$ cat src/rtl/lfsr_pkg.sv
// Shared constants, FSM encoding and next-state function for the seeded 32-bit LFSR.
// lfsr_next is kept here so other blocks can step the same polynomial.
package lfsr_pkg;

  localparam int          LFSR_WIDTH = 32;
  // x^32 + x^22 + x^2 + x + 1 -> taps on bits 31, 21, 1, 0
  localparam logic [31:0] LFSR_TAPS  = 32'h8020_0003;
  localparam logic [31:0] LFSR_ZERO_SUB = 32'h0000_0001;

  typedef enum logic [1:0] {
    ST_LOAD,
    ST_RUN,
    ST_DONE
  } lfsr_state_e;

  function automatic logic [LFSR_WIDTH-1:0] lfsr_next(input logic [LFSR_WIDTH-1:0] s);
    return {s[LFSR_WIDTH-2:0], ^(s & LFSR_TAPS)};
  endfunction

endpackage

$ cat src/rtl/lfsr_comb.sv
// Fixed-length LFSR run: load seed, shift STEPS times, latch the final state and freeze.
// The result changes once per reset session; only rst can re-seed.
module lfsr_comb
  import lfsr_pkg::*;
#(
  parameter int WIDTH = LFSR_WIDTH,
  parameter int STEPS = 32
) (
  input  logic             clk,
  input  logic             rst,
  input  logic [WIDTH-1:0] seed,
  output logic [WIDTH-1:0] lfsr_out,
  output logic             done
);

  localparam int CW = $clog2(STEPS + 1);

  lfsr_state_e      fsm_q, fsm_d;
  logic [WIDTH-1:0] current_state, current_state_d;
  logic [CW-1:0]    counter, counter_d;
  logic [WIDTH-1:0] lfsr_out_q, lfsr_out_d;
  logic             done_q, done_d;
  logic             feedback;
  logic [WIDTH-1:0] next_state;

  assign feedback   = ^(current_state & LFSR_TAPS);
  assign next_state = lfsr_next(current_state);

  always_comb begin
    fsm_d           = fsm_q;
    current_state_d = current_state;
    counter_d       = counter;
    lfsr_out_d      = lfsr_out_q;
    done_d          = done_q;
    unique case (fsm_q)
      ST_LOAD: begin
        // All-zero would lock the register up forever
        current_state_d = (seed == '0) ? LFSR_ZERO_SUB : seed;
        fsm_d           = ST_RUN;
      end
      ST_RUN: begin
        current_state_d = next_state;
        counter_d       = counter + 1'b1;
        if (counter == CW'(STEPS - 1)) begin
          lfsr_out_d = next_state;
          done_d     = 1'b1;
          fsm_d      = ST_DONE;
        end
      end
      ST_DONE: ;
      default: fsm_d = ST_LOAD;
    endcase
  end

  always_ff @(posedge clk or posedge rst) begin
    if (rst) begin
      fsm_q         <= ST_LOAD;
      current_state <= '0;
      counter       <= '0;
      lfsr_out_q    <= '0;
      done_q        <= 1'b0;
    end else begin
      fsm_q         <= fsm_d;
      current_state <= current_state_d;
      counter       <= counter_d;
      lfsr_out_q    <= lfsr_out_d;
      done_q        <= done_d;
    end
  end

  assign lfsr_out = lfsr_out_q;
  assign done     = done_q;

endmodule

$ cat config.mk
export PLATFORM = sky130hd
export DESIGN_NAME = lfsr_comb
export DESIGN_NICKNAME = d
export VERILOG_FILES = /design/src/rtl/lfsr_pkg.sv /design/src/rtl/lfsr_comb.sv
export SDC_FILE = /design/constraint.sdc
export NUM_CORES = 1
export LEC_CHECK = 0
export CAP_MARGIN = 0
export CORE_ASPECT_RATIO = 0.75
export CORE_UTILIZATION = 35
export CTS_CLUSTER_DIAMETER = 80
export DETAILED_ROUTE_END_ITERATION = 6
export PLACE_DENSITY = 0.56
export SETUP_SLACK_MARGIN = 0.02
export SYNTH_ARGS = -nofsm -noshare
export SYNTH_HDL_FRONTEND = slang
export SYNTH_SLANG_ARGS = --single-unit
$ cat constraint.sdc
create_clock -name clk -period 2.75 [get_ports clk]
set_clock_uncertainty 0.15 [all_clocks]
set_input_delay 0.55 -clock clk [delete_from_list [all_inputs] [get_ports clk]]
set_output_delay 0.55 -clock clk [all_outputs]
set_load 0.05 [all_outputs]
==> impl_metrics.py <==
metrics = {
    "outcome": {
        "status": "finished clean",
    },
    "cts": {
        "clockBufferDepth": 2,
        "htreeDepth": 3,
        "clk_latency_ns": 0.33,
        "post-cts-setup-buffers": 0,
        "cts_resized": 0,
        "cts_buffers": 9,
        "cts_sinks": 73,
        "holdBufCountCts": 0,
        "cts_tree": "yes",
        "cts_root_buf": "clkbuf_16",
        "clk_pin_slew_ns": 0.06,
    },
    "route": {
        "first_pass_iters": 4,
        "route.detailed.drc": 0,
        "ant_nets": 0,
        "vias": 2100,
        "viasPerCell": 4.67,
        "drt_iter0_markers": 85,
        "drt-total-wl_um": 6940,
        "wl_per_cell_um": 15.4,
    },
    "synth": {
        "syn_nets": 288,
        "synth.avg_cell_area_um2": 12.9,
        "seq_area_frac_synth": 0.560,
        "yosys_warnings": 0,
        "syn_area_um2": 3260,
        "ys_ff_latch": 73,
        "postSynthCellCount": 253,
        "synth_cell_types": 28,
    },
    "setup_path": {
        "crit_slowest_cell": "clkdlybuf4s50_1",
        "required_ns": 2.05,
        "worstSetupPathType": "reg -> out",
        "worstPathMaxFanout": 2,
        "critPathCaptureType": "output port",
        "critPathTopFamily": "buffers and inverters",
        "start_kind": "flip-flop",
        "crit_buf_inv": 1,
        "worstPathArrival_ns": 1.52,
        "path_cells": "clkdlybuf4s50_1",
        "cpPeakStageDelay_ns": 0.83,
    },
    "power": {
        "swShare": 0.377,
        "power_density_nw_per_um2": 1160,
        "internal_power_mw": 3.15,
        "max-vdd-ir-drop_v": 0.000583,
        "switching_power_mw": 1.90,
        "power.leakage_nw": 1.78,
        "seqPwrFrac": 0.368,
        "clockPowerShare": 0.250,
        "pwr-share-comb": 0.382,
    },
    "place": {
        "port_buffers": 66,
        "place_area_um2": 4030,
        "place_ws_ns": 0.212,
        "dpl.hpwl_um": 4600,
        "gp_congestion": 0.755,
    },
    "flow_run": {
        "maxCapViolCount": 0,
    },
    "layout": {
        "n_fill_cell": 829,
        "diodes": 0,
        "final_common_cell": "dfrtp_1",
        "drive_gt1_frac": 0.180,
        "final_util": 0.481,
        "fin_area_um2": 4350,
        "syn2layout_area_growth_pct": 33.4,
        "layout_common_cells": "71 x dfrtp_1, 66 x clkdlybuf4s50_1, 33 x nand2_1",
        "nets": 353,
    },
    "die": {
        "rows": 30,
        "ios": 67,
        "die_width_um": 113,
        "fp.dieH_um": 85.6,
        "die-area_um2": 9710,
        "core_area_um2": 9050,
        "start_util": 0.360,
    },
    "grt": {
        "grt.overflow.total": 0,
        "grtUsageTotal": 0.158,
        "grt_max_degree": 67,
        "grt_pass1_vias": 2183,
        "grt_pass1_wl_um": 11500,
        "antenna_found_initial": 0,
    },
    "min_path": {
        "hp-class": "reg -> reg",
    },
    "timing": {
        "worstMarginPinSlew_ns": 0.665,
        "hold_viol": 0,
        "maxSlewViolCount": 0,
        "rsz0062_at_grt": "false",
        "min_period_ns": 2.22,
        "relSlewSlack": 0.556,
        "setup_viol": 0,
        "finalWorstSetupSlack_ns": 0.527,
        "tns_ns": 0,
        "max_freq_mhz": 450,
        "finalCritPeriodShare": 0.808,
    },
}
logic make-up (layout without fill, tap and decap cells):
logic type               after synthesis  count (layout)  synth area share
AND/OR/NAND/NOR                       52              52            0.0775
XOR/XNOR                               8               8            0.0215
AO/OA/AOI/OAI                         36              36            0.0587
flip-flops                            73              73             0.560
buffers and inverters                 19              88            0.0368
multiplexers                          64              64             0.241
adder cells (fa/ha/maj)                1               1           0.00384
synth_stat cells:
| master | number | share of area |
|---|---|---|
| nand4_1 | 4 | 0.0077 |
| xor2_1 | 2 | 0.0054 |
| nor4_1 | 8 | 0.015 |
| nor3b_1 | 1 | 0.0023 |
| and3_4 | 1 | 0.0035 |
| and3_1 | 1 | 0.0019 |
| clkbuf_1 | 6 | 0.0069 |
| o21ai_0 | 31 | 0.048 |
| mux2_4 | 28 | 0.13 |
| buf_1 | 1 | 0.0012 |
| nand2_1 | 33 | 0.038 |
| buf_6 | 6 | 0.021 |
| a211oi_1 | 1 | 0.0023 |
| mux2i_1 | 31 | 0.095 |
| o21a_1 | 1 | 0.0023 |
| inv_1 | 3 | 0.0035 |
| xnor2_1 | 6 | 0.016 |
| or2_2 | 1 | 0.0019 |
| mux2_2 | 5 | 0.017 |
| ha_1 | 1 | 0.0038 |
| nor2_1 | 1 | 0.0012 |
| o21bai_1 | 1 | 0.0023 |
| a31oi_1 | 1 | 0.0019 |
| nor3_1 | 1 | 0.0015 |
| nor2b_4 | 1 | 0.0042 |
| buf_2 | 3 | 0.0046 |
| dfrtp_1 | 73 | 0.56 |
| a21o_1 | 1 | 0.0023 |
state kept, by name (all words and copies together), names as in the netlist:
signal / cells
current_state: 32
lfsr_out: 32
counter: 6
fsm_q: 2
done: 1
per-stage QoR:
stage,instances,hold slack (ns),power [mW]
2_1_floorplan,253,0.293,3.13
3_3_place_gp,435,0.310,3.80
3_5_place_dp,435,0.312,3.82
4_1_cts,450,0.326,5.11
5_1_grt,450,0.339,5.32
6_report,450,0.321,5.06
power by group through the flow:
| stage | Clock (mW) | Combinational, mW | Sequential (mW) |
|---|---|---|---|
| after floorplan | 0 | 0.540 | 2.59 |
| after global placement | 0 | 1.92 | 1.88 |
| after detailed placement | 0 | 1.95 | 1.88 |
| after CTS | 1.29 | 1.95 | 1.87 |
| after global routing | 1.33 | 2.05 | 1.93 |
| final | 1.26 | 1.93 | 1.86 |
worst paths after layout:
| kind | start | to | slack, ns | depth (start not counted) |
|---|---|---|---|---|
| max | lfsr_out[15] | lfsr_out[15] | 0.53 | 1 |
| min | counter[5] | counter[5] | 0.32 | 1 |
| min in group asynchronous | rst | lfsr_out[11] | 0.46 | 2 |
| max in group asynchronous | rst | current_state[16] | 1.41 | 3 |
| min reg2reg | counter[5] | counter[5] | 0.32 | 1 |
| max reg2reg | counter[3] | lfsr_out[7] | 0.65 | 4 |
layer usage:
| layer | vias up | wire, um | global-route usage |
|---|---|---|---|
| li1 | 1015 | - | - |
| met1 | 1023 | 3590 | 0.223 |
| met2 | 53 | 2880 | 0.223 |
| met3 | 9 | 373 | 0.0558 |
| met4 | 0 | 93 | 0.0538 |
| met5 | - | 0 | 0 |
area by class of cell:
type / instances / area (um2) / area share
inverter: 3 / 11.3 / 0.00259
timing repair buffer: 70 / 716 / 0.165
multi-input combinational: 161 / 1310 / 0.302
tap: 128 / 160 / 0.0368
clock inverter: 5 / 80.1 / 0.0184
sequential: 73 / 1830 / 0.421
clock buffer: 10 / 239 / 0.0549
No activity file was read; power rests on OpenSTA's default activity.
